--- src/rtl/axi4lite_slice_pkg.sv ---
// Shared types and payload-width helpers for the AXI4-Lite register slice.
package axi4lite_slice_pkg;

  typedef enum logic [1:0] {
    SLICE_BYPASS = 2'd0,
    SLICE_FWD    = 2'd1,
    SLICE_FULL   = 2'd2
  } slice_mode_e;

  typedef enum logic [1:0] {
    ST_EMPTY = 2'd0,
    ST_ONE   = 2'd1,
    ST_TWO   = 2'd2
  } skid_state_e;

  function automatic int ax_payload_width(input int addr_width);
    return addr_width + 32'd3;
  endfunction

  function automatic int w_payload_width(input int data_width);
    return data_width + data_width / 32'd8;
  endfunction

  function automatic int b_payload_width();
    return 32'd2;
  endfunction

  function automatic int r_payload_width(input int data_width);
    return data_width + 32'd2;
  endfunction

endpackage

--- src/rtl/axi4lite_intf.sv ---
// AXI4-Lite bundle with master/slave views.
interface axi4lite_intf #(
  parameter int ADDR_WIDTH = 32,
  parameter int DATA_WIDTH = 32
) ();
  logic                      ACLK;
  logic                      ARESETn;
  logic [ADDR_WIDTH-1:0]     AWADDR;
  logic [2:0]                AWPROT;
  logic                      AWVALID;
  logic                      AWREADY;
  logic [DATA_WIDTH-1:0]     WDATA;
  logic [DATA_WIDTH/8-1:0]   WSTRB;
  logic                      WVALID;
  logic                      WREADY;
  logic [1:0]                BRESP;
  logic                      BVALID;
  logic                      BREADY;
  logic [ADDR_WIDTH-1:0]     ARADDR;
  logic [2:0]                ARPROT;
  logic                      ARVALID;
  logic                      ARREADY;
  logic [DATA_WIDTH-1:0]     RDATA;
  logic [1:0]                RRESP;
  logic                      RVALID;
  logic                      RREADY;

  modport master (
    input  ACLK, ARESETn,
    output AWADDR, AWPROT, AWVALID, input AWREADY,
    output WDATA, WSTRB, WVALID, input WREADY,
    input  BRESP, BVALID, output BREADY,
    output ARADDR, ARPROT, ARVALID, input ARREADY,
    input  RDATA, RRESP, RVALID, output RREADY
  );

  modport slave (
    input  ACLK, ARESETn,
    input  AWADDR, AWPROT, AWVALID, output AWREADY,
    input  WDATA, WSTRB, WVALID, output WREADY,
    output BRESP, BVALID, input BREADY,
    input  ARADDR, ARPROT, ARVALID, output ARREADY,
    output RDATA, RRESP, RVALID, input RREADY
  );
endinterface

--- src/rtl/axi4lite_slice_chan.sv ---
// One valid/ready channel stage: bypass, forward-registered, or two-entry skid buffer.
module axi4lite_slice_chan
  import axi4lite_slice_pkg::*;
#(
  parameter int          WIDTH = 32,
  parameter slice_mode_e MODE  = SLICE_FULL
) (
  input  logic             clk,
  input  logic             rst_n,
  input  logic             in_valid,
  output logic             in_ready,
  input  logic [WIDTH-1:0] in_data,
  output logic             out_valid,
  input  logic             out_ready,
  output logic [WIDTH-1:0] out_data
);

  if (MODE == SLICE_BYPASS) begin : g_bypass
    logic unused_clk_s;
    assign unused_clk_s = clk ^ rst_n;
    assign out_valid    = in_valid;
    assign out_data     = in_data;
    assign in_ready     = out_ready;
  end else if (MODE == SLICE_FWD) begin : g_fwd
    logic             valid_r;
    logic [WIDTH-1:0] data_r;

    assign in_ready  = !valid_r || out_ready;
    assign out_valid = valid_r;
    assign out_data  = data_r;

    // Output register: refill on accept, drain when downstream takes the beat.
    always_ff @(posedge clk or negedge rst_n) begin
      if (!rst_n) begin
        valid_r <= 1'b0;
        data_r  <= {WIDTH{1'b0}};
      end else if (in_valid && in_ready) begin
        valid_r <= 1'b1;
        data_r  <= in_data;
      end else if (out_ready) begin
        valid_r <= 1'b0;
      end
    end
  end else begin : g_full
    skid_state_e      state_r, state_s;
    logic             ready_r;
    logic [WIDTH-1:0] main_r, skid_r;
    logic             in_acc_s, load_main_s, load_skid_s, skid_to_main_s;

    assign in_ready  = ready_r;
    assign out_valid = (state_r != ST_EMPTY);
    assign out_data  = main_r;

    // Occupancy transitions and which payload register loads this cycle.
    always_comb begin
      state_s        = state_r;
      load_main_s    = 1'b0;
      load_skid_s    = 1'b0;
      skid_to_main_s = 1'b0;
      in_acc_s       = in_valid && ready_r;
      case (state_r)
        ST_EMPTY: begin
          if (in_acc_s) begin
            state_s     = ST_ONE;
            load_main_s = 1'b1;
          end else begin
            state_s = ST_EMPTY;
          end
        end
        ST_ONE: begin
          if (in_acc_s && out_ready) begin
            load_main_s = 1'b1;
          end else if (in_acc_s) begin
            state_s     = ST_TWO;
            load_skid_s = 1'b1;
          end else if (out_ready) begin
            state_s = ST_EMPTY;
          end else begin
            state_s = ST_ONE;
          end
        end
        ST_TWO: begin
          if (out_ready) begin
            state_s        = ST_ONE;
            skid_to_main_s = 1'b1;
          end else begin
            state_s = ST_TWO;
          end
        end
        default: state_s = ST_EMPTY;
      endcase
    end

    // State, registered ready (no path from out_ready) and payload registers.
    always_ff @(posedge clk or negedge rst_n) begin
      if (!rst_n) begin
        state_r <= ST_EMPTY;
        ready_r <= 1'b0;
        main_r  <= {WIDTH{1'b0}};
        skid_r  <= {WIDTH{1'b0}};
      end else begin
        state_r <= state_s;
        ready_r <= (state_s != ST_TWO);
        if (load_main_s) begin
          main_r <= in_data;
        end else if (skid_to_main_s) begin
          main_r <= skid_r;
        end
        if (load_skid_s) begin
          skid_r <= in_data;
        end
      end
    end
  end

endmodule

--- src/rtl/axi4lite_reg_slice.sv ---
// AXI4-Lite register slice: one independently configured stage per channel.
module axi4lite_reg_slice
  import axi4lite_slice_pkg::*;
#(
  parameter int          DATA_WIDTH = 32,
  parameter int          ADDR_WIDTH = 32,
  parameter slice_mode_e AW_MODE    = SLICE_FULL,
  parameter slice_mode_e W_MODE     = SLICE_FULL,
  parameter slice_mode_e B_MODE     = SLICE_FWD,
  parameter slice_mode_e AR_MODE    = SLICE_FULL,
  parameter slice_mode_e R_MODE     = SLICE_FULL
) (
  input  logic         ACLK,
  input  logic         ARESETn,
  axi4lite_intf.slave  s_axil,
  axi4lite_intf.master m_axil
);

  localparam int AX_W = ax_payload_width(ADDR_WIDTH);
  localparam int W_W  = w_payload_width(DATA_WIDTH);
  localparam int B_W  = b_payload_width();
  localparam int R_W  = r_payload_width(DATA_WIDTH);

  if (DATA_WIDTH != 32 && DATA_WIDTH != 64) begin : g_bad_data_width
    $error("axi4lite_reg_slice: DATA_WIDTH must be 32 or 64");
  end

  logic [AX_W-1:0] aw_in_s, aw_out_s, ar_in_s, ar_out_s;
  logic [W_W-1:0]  w_in_s, w_out_s;
  logic [B_W-1:0]  b_in_s, b_out_s;
  logic [R_W-1:0]  r_in_s, r_out_s;

  assign aw_in_s = {s_axil.AWADDR, s_axil.AWPROT};
  assign {m_axil.AWADDR, m_axil.AWPROT} = aw_out_s;
  assign w_in_s  = {s_axil.WDATA, s_axil.WSTRB};
  assign {m_axil.WDATA, m_axil.WSTRB} = w_out_s;
  assign ar_in_s = {s_axil.ARADDR, s_axil.ARPROT};
  assign {m_axil.ARADDR, m_axil.ARPROT} = ar_out_s;
  // Response channels run against the request direction: m side feeds s side.
  assign b_in_s  = m_axil.BRESP;
  assign s_axil.BRESP = b_out_s;
  assign r_in_s  = {m_axil.RDATA, m_axil.RRESP};
  assign {s_axil.RDATA, s_axil.RRESP} = r_out_s;

  axi4lite_slice_chan #(.WIDTH(AX_W), .MODE(AW_MODE)) u_aw (
    .clk(ACLK), .rst_n(ARESETn),
    .in_valid(s_axil.AWVALID), .in_ready(s_axil.AWREADY), .in_data(aw_in_s),
    .out_valid(m_axil.AWVALID), .out_ready(m_axil.AWREADY), .out_data(aw_out_s)
  );

  axi4lite_slice_chan #(.WIDTH(W_W), .MODE(W_MODE)) u_w (
    .clk(ACLK), .rst_n(ARESETn),
    .in_valid(s_axil.WVALID), .in_ready(s_axil.WREADY), .in_data(w_in_s),
    .out_valid(m_axil.WVALID), .out_ready(m_axil.WREADY), .out_data(w_out_s)
  );

  axi4lite_slice_chan #(.WIDTH(B_W), .MODE(B_MODE)) u_b (
    .clk(ACLK), .rst_n(ARESETn),
    .in_valid(m_axil.BVALID), .in_ready(m_axil.BREADY), .in_data(b_in_s),
    .out_valid(s_axil.BVALID), .out_ready(s_axil.BREADY), .out_data(b_out_s)
  );

  axi4lite_slice_chan #(.WIDTH(AX_W), .MODE(AR_MODE)) u_ar (
    .clk(ACLK), .rst_n(ARESETn),
    .in_valid(s_axil.ARVALID), .in_ready(s_axil.ARREADY), .in_data(ar_in_s),
    .out_valid(m_axil.ARVALID), .out_ready(m_axil.ARREADY), .out_data(ar_out_s)
  );

  axi4lite_slice_chan #(.WIDTH(R_W), .MODE(R_MODE)) u_r (
    .clk(ACLK), .rst_n(ARESETn),
    .in_valid(m_axil.RVALID), .in_ready(m_axil.RREADY), .in_data(r_in_s),
    .out_valid(s_axil.RVALID), .out_ready(s_axil.RREADY), .out_data(r_out_s)
  );

endmodule

--- src/flat_wrapper.sv ---
// flat-port wrapper written by rule: the top's interface ports become plain ports
module axi4lite_reg_slice_flat import axi4lite_slice_pkg::*;
#(
  parameter int          DATA_WIDTH = 32,
  parameter int          ADDR_WIDTH = 32,
  parameter slice_mode_e AW_MODE    = SLICE_FULL,
  parameter slice_mode_e W_MODE     = SLICE_FULL,
  parameter slice_mode_e B_MODE     = SLICE_FWD,
  parameter slice_mode_e AR_MODE    = SLICE_FULL,
  parameter slice_mode_e R_MODE     = SLICE_FULL
)
  (ACLK, ARESETn, s_axil_ACLK, s_axil_ARESETn, s_axil_AWADDR, s_axil_AWPROT, s_axil_AWVALID, s_axil_AWREADY, s_axil_WDATA, s_axil_WSTRB, s_axil_WVALID, s_axil_WREADY, s_axil_BRESP, s_axil_BVALID, s_axil_BREADY, s_axil_ARADDR, s_axil_ARPROT, s_axil_ARVALID, s_axil_ARREADY, s_axil_RDATA, s_axil_RRESP, s_axil_RVALID, s_axil_RREADY, m_axil_ACLK, m_axil_ARESETn, m_axil_AWADDR, m_axil_AWPROT, m_axil_AWVALID, m_axil_AWREADY, m_axil_WDATA, m_axil_WSTRB, m_axil_WVALID, m_axil_WREADY, m_axil_BRESP, m_axil_BVALID, m_axil_BREADY, m_axil_ARADDR, m_axil_ARPROT, m_axil_ARVALID, m_axil_ARREADY, m_axil_RDATA, m_axil_RRESP, m_axil_RVALID, m_axil_RREADY);
  axi4lite_intf #(.ADDR_WIDTH(ADDR_WIDTH), .DATA_WIDTH(DATA_WIDTH)) s_axil_i ();
  axi4lite_intf #(.ADDR_WIDTH(ADDR_WIDTH), .DATA_WIDTH(DATA_WIDTH)) m_axil_i ();
  input  logic ACLK;
  input  logic ARESETn;
  input wire logic [$bits(s_axil_i.ACLK)-1:0] s_axil_ACLK;
  input wire logic [$bits(s_axil_i.ARESETn)-1:0] s_axil_ARESETn;
  input wire logic [$bits(s_axil_i.AWADDR)-1:0] s_axil_AWADDR;
  input wire logic [$bits(s_axil_i.AWPROT)-1:0] s_axil_AWPROT;
  input wire logic [$bits(s_axil_i.AWVALID)-1:0] s_axil_AWVALID;
  output wire logic [$bits(s_axil_i.AWREADY)-1:0] s_axil_AWREADY;
  input wire logic [$bits(s_axil_i.WDATA)-1:0] s_axil_WDATA;
  input wire logic [$bits(s_axil_i.WSTRB)-1:0] s_axil_WSTRB;
  input wire logic [$bits(s_axil_i.WVALID)-1:0] s_axil_WVALID;
  output wire logic [$bits(s_axil_i.WREADY)-1:0] s_axil_WREADY;
  output wire logic [$bits(s_axil_i.BRESP)-1:0] s_axil_BRESP;
  output wire logic [$bits(s_axil_i.BVALID)-1:0] s_axil_BVALID;
  input wire logic [$bits(s_axil_i.BREADY)-1:0] s_axil_BREADY;
  input wire logic [$bits(s_axil_i.ARADDR)-1:0] s_axil_ARADDR;
  input wire logic [$bits(s_axil_i.ARPROT)-1:0] s_axil_ARPROT;
  input wire logic [$bits(s_axil_i.ARVALID)-1:0] s_axil_ARVALID;
  output wire logic [$bits(s_axil_i.ARREADY)-1:0] s_axil_ARREADY;
  output wire logic [$bits(s_axil_i.RDATA)-1:0] s_axil_RDATA;
  output wire logic [$bits(s_axil_i.RRESP)-1:0] s_axil_RRESP;
  output wire logic [$bits(s_axil_i.RVALID)-1:0] s_axil_RVALID;
  input wire logic [$bits(s_axil_i.RREADY)-1:0] s_axil_RREADY;
  input wire logic [$bits(m_axil_i.ACLK)-1:0] m_axil_ACLK;
  input wire logic [$bits(m_axil_i.ARESETn)-1:0] m_axil_ARESETn;
  output wire logic [$bits(m_axil_i.AWADDR)-1:0] m_axil_AWADDR;
  output wire logic [$bits(m_axil_i.AWPROT)-1:0] m_axil_AWPROT;
  output wire logic [$bits(m_axil_i.AWVALID)-1:0] m_axil_AWVALID;
  input wire logic [$bits(m_axil_i.AWREADY)-1:0] m_axil_AWREADY;
  output wire logic [$bits(m_axil_i.WDATA)-1:0] m_axil_WDATA;
  output wire logic [$bits(m_axil_i.WSTRB)-1:0] m_axil_WSTRB;
  output wire logic [$bits(m_axil_i.WVALID)-1:0] m_axil_WVALID;
  input wire logic [$bits(m_axil_i.WREADY)-1:0] m_axil_WREADY;
  input wire logic [$bits(m_axil_i.BRESP)-1:0] m_axil_BRESP;
  input wire logic [$bits(m_axil_i.BVALID)-1:0] m_axil_BVALID;
  output wire logic [$bits(m_axil_i.BREADY)-1:0] m_axil_BREADY;
  output wire logic [$bits(m_axil_i.ARADDR)-1:0] m_axil_ARADDR;
  output wire logic [$bits(m_axil_i.ARPROT)-1:0] m_axil_ARPROT;
  output wire logic [$bits(m_axil_i.ARVALID)-1:0] m_axil_ARVALID;
  input wire logic [$bits(m_axil_i.ARREADY)-1:0] m_axil_ARREADY;
  input wire logic [$bits(m_axil_i.RDATA)-1:0] m_axil_RDATA;
  input wire logic [$bits(m_axil_i.RRESP)-1:0] m_axil_RRESP;
  input wire logic [$bits(m_axil_i.RVALID)-1:0] m_axil_RVALID;
  output wire logic [$bits(m_axil_i.RREADY)-1:0] m_axil_RREADY;
  assign s_axil_i.ACLK = s_axil_ACLK;
  assign s_axil_i.ARESETn = s_axil_ARESETn;
  assign s_axil_i.AWADDR = s_axil_AWADDR;
  assign s_axil_i.AWPROT = s_axil_AWPROT;
  assign s_axil_i.AWVALID = s_axil_AWVALID;
  assign s_axil_AWREADY = s_axil_i.AWREADY;
  assign s_axil_i.WDATA = s_axil_WDATA;
  assign s_axil_i.WSTRB = s_axil_WSTRB;
  assign s_axil_i.WVALID = s_axil_WVALID;
  assign s_axil_WREADY = s_axil_i.WREADY;
  assign s_axil_BRESP = s_axil_i.BRESP;
  assign s_axil_BVALID = s_axil_i.BVALID;
  assign s_axil_i.BREADY = s_axil_BREADY;
  assign s_axil_i.ARADDR = s_axil_ARADDR;
  assign s_axil_i.ARPROT = s_axil_ARPROT;
  assign s_axil_i.ARVALID = s_axil_ARVALID;
  assign s_axil_ARREADY = s_axil_i.ARREADY;
  assign s_axil_RDATA = s_axil_i.RDATA;
  assign s_axil_RRESP = s_axil_i.RRESP;
  assign s_axil_RVALID = s_axil_i.RVALID;
  assign s_axil_i.RREADY = s_axil_RREADY;
  assign m_axil_i.ACLK = m_axil_ACLK;
  assign m_axil_i.ARESETn = m_axil_ARESETn;
  assign m_axil_AWADDR = m_axil_i.AWADDR;
  assign m_axil_AWPROT = m_axil_i.AWPROT;
  assign m_axil_AWVALID = m_axil_i.AWVALID;
  assign m_axil_i.AWREADY = m_axil_AWREADY;
  assign m_axil_WDATA = m_axil_i.WDATA;
  assign m_axil_WSTRB = m_axil_i.WSTRB;
  assign m_axil_WVALID = m_axil_i.WVALID;
  assign m_axil_i.WREADY = m_axil_WREADY;
  assign m_axil_i.BRESP = m_axil_BRESP;
  assign m_axil_i.BVALID = m_axil_BVALID;
  assign m_axil_BREADY = m_axil_i.BREADY;
  assign m_axil_ARADDR = m_axil_i.ARADDR;
  assign m_axil_ARPROT = m_axil_i.ARPROT;
  assign m_axil_ARVALID = m_axil_i.ARVALID;
  assign m_axil_i.ARREADY = m_axil_ARREADY;
  assign m_axil_i.RDATA = m_axil_RDATA;
  assign m_axil_i.RRESP = m_axil_RRESP;
  assign m_axil_i.RVALID = m_axil_RVALID;
  assign m_axil_RREADY = m_axil_i.RREADY;
  axi4lite_reg_slice #(.DATA_WIDTH(DATA_WIDTH), .ADDR_WIDTH(ADDR_WIDTH), .AW_MODE(AW_MODE), .W_MODE(W_MODE), .B_MODE(B_MODE), .AR_MODE(AR_MODE), .R_MODE(R_MODE)) u_core (.ACLK(ACLK), .ARESETn(ARESETn), .s_axil(s_axil_i), .m_axil(m_axil_i));
endmodule
--- config.mk ---
export PLATFORM = sky130hd
export DESIGN_NAME = axi4lite_reg_slice_flat
export DESIGN_NICKNAME = d
export VERILOG_FILES = /design/src/rtl/axi4lite_slice_pkg.sv /design/src/rtl/axi4lite_intf.sv /design/src/rtl/axi4lite_slice_chan.sv /design/src/rtl/axi4lite_reg_slice.sv /design/src/flat_wrapper.sv
export SDC_FILE = /design/constraint.sdc
export NUM_CORES = 1
export LEC_CHECK = 0
export ABC_CLOCK_PERIOD_IN_PS = 2600
export CAP_MARGIN = 20
export CORE_ASPECT_RATIO = 0.75
export CORE_MARGIN = 2
export CORE_UTILIZATION = 30
export CTS_CLUSTER_DIAMETER = 40
export DETAILED_ROUTE_END_ITERATION = 8
export PLACE_DENSITY_LB_ADDON = 0.05
export SLEW_MARGIN = 20
export SYNTH_ARGS = -nofsm -noshare
export SYNTH_HDL_FRONTEND = slang
export SYNTH_SLANG_ARGS = --single-unit
--- constraint.sdc ---
create_clock -name ACLK -period 2.6 [get_ports ACLK]
set_input_delay 0.78 -clock ACLK [delete_from_list [all_inputs] [get_ports ACLK]]
set_output_delay 0.78 -clock ACLK [all_outputs]
set_load 0.03 [all_outputs]
==> flow_summary_export.csv, run 1 <==
group,metric,value,unit
run_status,status,"finished clean",
yosys,yosys_warnings,0,
timing,clock.fmax,405.9,MHz
yosys,synth_ff_type,"dfrtp_1",
yosys,yosys_register_bits,295,
clocking,insertion_delay,540,ps
drt,drt-initial-drc-count,173,
worst_setup_path,startpoint_type,"flip-flop",
clocking,ctsHoldBuffers,0,
global_routing,grtUsageTotal,14.35,%
place,port-buffer-count,305,
layout,area_growth,43.56,%
power_and_ir_drop,peakVddDrop,608.5,uV
drt,drc,0,
yosys,yosys-top-cells-area,"dfrtp_1, mux2_2, mux2_1, buf_4, buf_6",
layout,drive_above_1_share,45.53,%
clocking,postCtsSetupRepairBufs,0,
worst_setup_path,critPathMaxStageDelay,470,ps
yosys,synth.largest_area_cell,"dfrtp_1",
global_routing,grt_use_met1,18.38,%
drt,dr_total_vias,7836,
place,dpl.hpwl,21800,um
floorplan,die_h,183.5,um
floorplan,io_pins,310,
floorplan,start_util,30.52,%
yosys,synth.most_common_cell,"mux2_2",
clocking,clk_pin_slew_worst_paths,50,ps
yosys,synth_edf_count,0,
power_and_ir_drop,power.total,24370,uW
timing,fin_crit_sh,94.76,%
yosys,ys_seq_area_share,57.31,%
floorplan,std_cell_rows,65,
global_routing,grt_pass1_wl,50090,um
timing,drv_slew,0,
global_routing,grt-ovfl-total,0,
timing,finalClockSkew,9.714,ps
global_routing,top_usage_layer,"met2",
place,post-place-cells,1690,
worst_setup_path,required,1820,ps
yosys,netlist.area_leader.share,57.31,%
clocking,htreeDepth,2,
worst_setup_path,crit_fanout,7,
power_and_ir_drop,p_per_area,1318,nW/um^2
layout,fillers,3854,
global_routing,grt_antenna_before_repair,3,
yosys,ys_types,22,
yosys,netlist_instances,817,
worst_setup_path,end_kind,"output port",
global_routing,met2_usage,22.66,%
timing,finalSetupViolations,0,
layout,final_core_util,43.81,%
clocking,cts_made_buffers,47,
floorplan,core-area,42210,um^2
floorplan,dieArea,44630,um^2
clocking,cts_tree,"yes",
drt,wl,31890,um
timing,worstMarginPinSlew,482.4,ps
drt,postRouteAntennaNets,0,
timing,fin_crit,2464,ps
worst_setup_path,path_cells,"or2_2, dlygate4sd2_1",
yosys,synth_nets,975,
timing,rsz0062_at_grt,"no",
global_routing,grt_max_degree,52,
global_routing,grt_pass1_vias,8414,
yosys,syn-cell-area,12880,um^2
timing,setup-tns-final,0,ps
clocking,clockBufferDepth,3,
timing,relSlewSlack,67.84,%
yosys,avgSynthCellArea,15.77,um^2
layout,nNetsFinal,1328,
global_routing,grt_use_met3,5.021,%
floorplan,die_w,243.3,um
yosys,yosys-top-cells-count,"mux2_2, dfrtp_1, buf_4, mux2_1, buf_2",
clocking,clock-sinks,295,
worst_setup_path,critPathArrivalTime,1680,ps
drt,avgViaCountPerCell,4.402,
drt,wl_per_cell,17.91,um
drt,firstDrtPassIters,4,
flow_run,maxCapViolCount,0,
worst_setup_path,crit_slowest_cell,"dfrtp_1",
power_and_ir_drop,cellLeakagePower,0.007698,uW
layout,fin_cells,1780,
worst_setup_path,worst-setup-path-type,"flip-flop to output port",
place,finalWeightedCongestion,0.6962,
worst_hold_path,min_path_type,"input pin to asynchronous set/reset pin",
clocking,clockRootBuffer,"clkbuf_16",
timing,hold_viol,0,
yosys,postSynth.asyncResetShare,100.0,%
## timing repair
item / CTS / global route
setup endpoints to repair: 4 / 1
gates resized for setup: 4 / 2
pin swaps: 0 / 0
## per-layer routing
metal	vias to the layer above	wire length, um	share of wire, %
met5	-	14	0.044
met4	4	768	2.4
met3	63	2279	7.1
met2	176	14720	46
met1	3895	14110	44
li1	3698	-	-
## area by class of cell
cell class              instances  area, um^2  area share, %
clock buffers                  64        1353          7.314
flip-flops and latches        295        7382          39.92
well taps                     569       711.9          3.850
multi-input cells             477        5187          28.05
inverters                       4       15.01        0.08119
repair buffers                345        3597          19.45
diodes                          3       7.507        0.04060
clock inverters                23       239.0          1.292
## power breakdown
group / switching [uW] / internal, uW
clock: 2220 / 4030
sequential: 1160 / 6900
combinational: 4700 / 5360
total: 8080 / 16300
## layout by cell type (no fill, tap or decap), types with 5 or more instances in the layout
cell / instances
mux2_2: 410
clkdlybuf4s50_1: 299
dfrtp_1: 295
clkbuf_16: 49
buf_4: 21
buf_12: 20
mux2_1: 16
clkinv_2: 11
or2_2: 8
nand2_1: 8
clkbuf_1: 8
clkbuf_8: 7
clkinvlp_4: 5
## logic make-up after synthesis
kind of cell,share of synthesized area (%)
AOI/OAI and AO/OA,0.3497
DFF,57.31
buffers and inverters,2.457
muxes,37.24
and+or+nand+nor,2.642
## critical path, delay by kind of cell (launching register included)
kind          cells  cell delay, ps
buf+inv           1             370
flops             1             470
simple gates      1             300
## registers in the layout, summed over array words and instances (netlist names)
name                        cells
u_core.u_b.out_data             2
u_core.u_ar.in_ready            1
u_core.u_r.in_ready             1
u_core.u_aw.out_data           35
u_core.u_ar.g_full.skid_r      35
u_core.u_w.g_full.state_r       2
u_core.u_aw.in_ready            1
u_core.u_w.out_data            36
u_core.u_aw.g_full.skid_r      35
u_core.u_r.g_full.skid_r       34
u_core.u_r.out_data            34
u_core.u_ar.out_data           35
u_core.u_aw.g_full.state_r      2
u_core.u_b.out_valid            1
u_core.u_w.g_full.skid_r       36
u_core.u_w.in_ready             1
u_core.u_r.g_full.state_r       2
u_core.u_ar.g_full.state_r      2
## per-stage QoR
step / cell area (um^2) / hold slack (ps) / setup slack (ps)
floorplan: 12880 / 454.1 / 638.1
global placement: 16900 / 468.8 / 72.97
detailed placement: 16900 / 474.5 / 68.22
CTS: 18490 / 165.3 / 51.03
global route: 18490 / 194.9 / 71.09
finish: 18490 / 187.3 / 136.2
## worst paths after layout
path	cells after the start	end	from	slack (ps)
worst max register to register	4	u_core.u_ar.out_data[1]	u_core.u_ar.g_full.state_r[0]	950
worst min-delay path	1	u_core.u_aw.out_data[16]	ARESETn	190
min in group ACLK	1	u_core.u_r.g_full.skid_r[26]	u_core.u_r.g_full.skid_r[26]	480
worst max-delay path	2	m_axil_AWVALID	u_core.u_aw.g_full.state_r[1]	140
worst min register to register	1	u_core.u_r.g_full.skid_r[26]	u_core.u_r.g_full.skid_r[26]	480
max in group asynchronous	3	u_core.u_r.g_full.skid_r[8]	ARESETn	1690
(Power assumes the default switching activity.)
==> run 2: changes to the inputs <==
ABC_CLOCK_PERIOD_IN_PS = 2050   (was 2600)
clock period = 2.05 ns   (was 2.6 ns; I/O delays follow)
==> run 2 against run 1 <==
Net effect:
- global-route usage about the same
- setup slack got worse by 75 ps
- clock power increased by 31%
- core utilization increased by 0.23 points
- sequential power increased by 25%
==> flow_summary_export.csv, run 2 (synthesis results as in run 1) <==
group,metric,value,unit
run_status,status,"finished clean",
worst_hold_path,min_path_type,"flip-flop to flip-flop",
floorplan,io_pins,310,
floorplan,die_h,183.5,um
layout,final_common_cell,"mux2_2",
timing,hold_viol,0,
drt,wl_per_cell,17.70,um
floorplan,core-area,42210,um^2
worst_setup_path,critPathArrivalTime,1370,ps
drt,drc,0,
global_routing,grt_max_degree,53,
clocking,cts_tree,"yes",
timing,fin_crit_sh,97.03,%
worst_setup_path,worst-setup-path-type,"flip-flop to output port",
place,dp_slack,-261.6,ps
power_and_ir_drop,peakVddDrop,805.9,uV
clocking,cts_made_buffers,49,
place,port-buffer-count,305,
global_routing,grt_pass1_wl,49980,um
power_and_ir_drop,cellLeakagePower,0.008040,uW
timing,relSlewSlack,72.25,%
clocking,postCtsSetupRepairBufs,0,
flow_run,maxCapViolCount,0,
floorplan,start_util,30.52,%
global_routing,met2_usage,22.96,%
floorplan,die_w,243.3,um
global_routing,grt-ovfl-total,0,
worst_setup_path,startpoint_type,"flip-flop",
timing,finalSetupViolations,0,
drt,dr_total_vias,7919,
timing,setup-tns-final,0,ps
global_routing,top_usage_layer,"met2",
global_routing,grt_use_met3,5.094,%
place,post-place-cells,1707,
layout,final_core_util,44.04,%
layout,layout_common_cells,"mux2_2, dfrtp_1, clkdlybuf4s50_1, dlygate4sd2_1, clkbuf_16",
floorplan,std_cell_rows,65,
place,finalWeightedCongestion,0.7317,
global_routing,grt_pass1_vias,8497,
drt,postRouteAntennaNets,0,
timing,rsz0062_at_grt,"no",
layout,fin_cells,1799,
timing,finalClockSkew,10.08,ps
worst_setup_path,crit_fanout,2,
worst_setup_path,end_kind,"output port",
clocking,insertion_delay,540,ps
worst_setup_path,required,1430,ps
timing,drv_slew,0,
drt,firstDrtPassIters,4,
clocking,clock-sinks,295,
clocking,clockRootBuffer,"clkbuf_16",
global_routing,grt_use_met1,18.42,%
timing,fin_ws,60.84,ps
clocking,clk_pin_slew_worst_paths,50,ps
timing,clock.fmax,502.7,MHz
layout,area_growth,44.30,%
global_routing,grt_antenna_before_repair,3,
place,dpl.hpwl,22330,um
drt,avgViaCountPerCell,4.402,
timing,worstMarginPinSlew,417.9,ps
global_routing,grtUsageTotal,14.33,%
power_and_ir_drop,p_per_area,1628,nW/um^2
layout,drive_above_1_share,46.82,%
drt,drt-initial-drc-count,217,
clocking,htreeDepth,2,
drt,wl,31840,um
timing,fin_crit,1989,ps
layout,nNetsFinal,1348,
clocking,clockBufferDepth,3,
floorplan,dieArea,44630,um^2
-- run 2: cell types whose count changed in the layout (fill, tap and decap cells not counted), moves of 2 or more --
cell             delta
buf_6               +3
dlygate4sd2_1     +142
clkbuf_16           +2
buf_4              +13
buf_12              +6
clkinvlp_4          +2
clkbuf_8            -4
clkbuf_1            -2
clkdlybuf4s50_1   -147
inv_6               +4
-- run 2: metrics by stage --
step                power (uW)  hold slack [ps]  instance area [um^2]
finish                   30270            481.4                 18590
global route             32100            504.3                 18580
CTS                      30780            490.5                 18570
detailed placement       23500            478.2                 17100
global placement         23350            469.2                 17100
floorplan                18250            319.4                 12880
-- run 2: path summary, 6_finish.rpt --
path	from	endpoint	slack (ps)	cells past startpoint
max	u_core.u_ar.g_full.state_r[0]	m_axil_ARVALID	60	2
min	u_core.u_r.g_full.skid_r[26]	u_core.u_r.g_full.skid_r[26]	480	1
max reg2reg	u_core.u_w.g_full.state_r[0]	u_core.u_w.out_data[5]	400	5
min reg2reg	u_core.u_r.g_full.skid_r[26]	u_core.u_r.g_full.skid_r[26]	480	1
max in group asynchronous	ARESETn	u_core.u_r.g_full.state_r[0]	830	4
min in group asynchronous	ARESETn	u_core.u_aw.out_data[32]	540	2
-- run 2: cell type report --
type | count | area (um^2)
well taps | 569 | 711.9
diodes | 2 | 5.005
multi-input cells | 477 | 5187
flip-flops and latches | 295 | 7382
repair buffers | 363 | 3636
clock buffers | 60 | 1340
clock inverters | 29 | 310.3
inverters | 4 | 15.01
fillers | 3901 | 23620
-- run 2: worst max-delay path, cell delays in order, from the launching register on --
cell	delay [ps]
dfrtp_1	370
or2_2	290
buf_4	180
-- run 2: timing repair --
action | 4_1_cts | 5_1_grt
resized for setup | 164 | 14
setup endpoints to repair | 150 | 5
hold buffers | 1 | 0
hold endpoints to repair | 22 | 0
cloned | 0 | 0
-- run 2: power by group --
part | switching, uW | leakage [uW] | internal [uW]
registers | 1330 | 0.00348 | 8750
clock network | 2890 | 0.000798 | 5280
logic | 6080 | 0.00376 | 5940
total | 10300 | 0.00804 | 20000
-- run 2: per-layer routing --
layer  wire length, um  part of all wire, %
met1             13820                   43
met2             15230                   48
met3              2235                  7.0
met4               537                  1.7
met5                13                0.041
==> run 3: changes to the inputs <==
ABC_CLOCK_PERIOD_IN_PS = 1800   (was 2050)
CTS_CLUSTER_SIZE = 25   (was default)
clock period = 1.8 ns   (was 2.05 ns; I/O delays follow)
==> run 3 against run 2 <==
Net effect:
- the flow now finishes with violations (negative setup slack)
- routed wire length increased by 2.3%
- largest cell class unchanged
- combinational power increased by 16%
- non-clock buffer count increased by 10
- setup slack got worse by 120 ps
- first-iteration DRC count increased by 4.6%
- largest power group unchanged
- count of clock-buffer cells in the layout decreased by 6
- global-route usage increased by 0.25 points
- clock skew increased by 10 ps
- die area unchanged
==> flow_summary_export.csv, run 3 (synthesis results as in run 1) <==
group,metric,value,unit
global_routing,grt_max_degree,46,
global_routing,grt-ovfl-total,0,
worst_setup_path,crit_fanout,2,
drt,dr_total_vias,7939,
floorplan,core-area,42210,um^2
clocking,clk_pin_slew_worst_paths,60,ps
worst_setup_path,required,1260,ps
floorplan,die_w,243.3,um
place,dpl.hpwl,22600,um
worst_setup_path,end_kind,"output port",
flow_run,maxCapViolCount,0,
global_routing,grt_antenna_before_repair,4,
floorplan,io_pins,310,
floorplan,start_util,30.52,%
clocking,htreeDepth,2,
layout,drive_above_1_share,59.33,%
drt,wl_per_cell,18.07,um
timing,finalSetupViolations,4,
power_and_ir_drop,peakVddDrop,815.1,uV
drt,drt-initial-drc-count,227,
worst_setup_path,startpoint_type,"flip-flop",
clocking,clock-sinks,295,
worst_setup_path,critPathMaxStageDelay,380,ps
drt,drc,0,
worst_setup_path,critPathArrivalTime,1320,ps
run_status,status,"finished with violations",
timing,clock.fmax,537.6,MHz
layout,nNetsFinal,1355,
worst_setup_path,cp-endpoint,"m_axil_ARVALID",
timing,relSlewSlack,81.26,%
power_and_ir_drop,cellLeakagePower,0.007904,uW
global_routing,grt_pass1_wl,50920,um
clocking,insertion_delay,550,ps
worst_setup_path,rr_worst_depth,5,
clocking,cts_made_buffers,46,
timing,worstMarginPinSlew,281.1,ps
global_routing,grtUsageTotal,14.58,%
floorplan,dieArea,44630,um^2
drt,firstDrtPassIters,4,
clocking,clockBufferDepth,3,
place,port-buffer-count,305,
worst_setup_path,path_cells,"or2_4, buf_6",
worst_setup_path,worst-setup-path-type,"flip-flop to output port",
layout,final_core_util,43.79,%
drt,wl,32580,um
timing,rsz0062_at_grt,"yes",
layout,final_common_cell,"mux2_2",
clocking,cts_tree,"yes",
timing,whs,456.9,ps
timing,fin_ws,-60.29,ps
timing,fin_crit_sh,103.3,%
place,dp_slack,-440.3,ps
timing,setup-tns-final,-210.2,ps
clocking,clockRootBuffer,"clkbuf_16",
layout,layout_common_cells,"mux2_2, dfrtp_1, clkdlybuf4s50_1, buf_2, clkdlybuf4s15_2",
global_routing,grt_pass1_vias,8605,
place,finalWeightedCongestion,0.7337,
worst_setup_path,reg2reg_slack,90,ps
layout,area_growth,43.50,%
drt,avgViaCountPerCell,4.403,
drt,postRouteAntennaNets,0,
timing,finalClockSkew,20.11,ps
worst_hold_path,min_path_type,"input pin to asynchronous set/reset pin",
worst_setup_path,timing.critical_path.from,"u_core.u_ar.g_full.state_r[1]",
floorplan,std_cell_rows,65,
worst_setup_path,crit_slowest_cell,"dfrtp_1",
power_and_ir_drop,p_per_area,1871,nW/um^2
worst_setup_path,rr_endpoint,"u_core.u_w.out_data[22]",
timing,hold_viol,0,
floorplan,die_h,183.5,um
worst_setup_path,r2r_start,"u_core.u_w.g_full.state_r[1]",
timing,drv_slew,0,
run_status,violations,"negative setup slack",
timing,fin_crit,1860,ps
-- run 3: routing by layer --
| layer | global-route usage [%] | part of all wire, % | up-vias |
|---|---|---|---|
| met5 | 0 | 0.098 | - |
| met4 | 3.975 | 2.0 | 4 |
| met3 | 5.474 | 7.6 | 51 |
| met2 | 23.52 | 47 | 171 |
| met1 | 18.37 | 43 | 3972 |
| li1 | - | - | 3741 |
-- run 3: area by class of cell --
cell class                      count  area [um^2]
Antenna cell                        2        5.005
Clock buffer                       54         1232
Clock inverter                     29        341.6
Fill cell                        3919        23730
Inverter                            4        15.01
Multi-Input combinational cell    477         5205
Sequential cell                   295         7386
Tap cell                          569        711.9
Timing Repair Buffer              373         3587
-- run 3: power by group --
group | switching (uW) | total [uW] | leakage [uW] | internal (uW)
logic | 6930 | 13900 | 0.00368 | 6990
clock network | 3350 | 9040 | 0.000754 | 5690
registers | 1640 | 11600 | 0.00348 | 9970
-- run 3: per-stage QoR --
step | instances | area (um^2) | total power, uW
after CTS | 1801 | 18740 | 35520
after global placement | 1713 | 17130 | 26590
after detailed placement | 1713 | 17130 | 26750
final | 1803 | 18480 | 34580
after global routing | 1801 | 18480 | 36680
after floorplan | 817 | 12880 | 20780
-- run 3: how the worst min path moves through the flow --
stage | endpoint | slack, ps
detailed placement | u_core.u_aw.out_data[30] | 430
global placement | u_core.u_aw.out_data[30] | 430
global route | u_core.u_aw.g_full.skid_r[30] | 440
finish | u_core.u_ar.out_data[28] | 460
floorplan | u_core.u_ar.g_full.skid_r[0] | 240
CTS | u_core.u_aw.out_data[30] | 430
-- run 3: timing repair --
item	4_1_cts	5_1_grt
hold buffers	1	0
endpoints found under the hold margin	19	0
buffers inserted	4	0
endpoints found under the setup margin	144	48
gates resized for setup	505	87
pin swaps	1	2
-- run 3: worst max-delay path: cells and delay by family (launching register included) --
kind | cells | cell delay, ps
buf+inv | 1 | 140
flops | 1 | 380
simple gates | 1 | 260
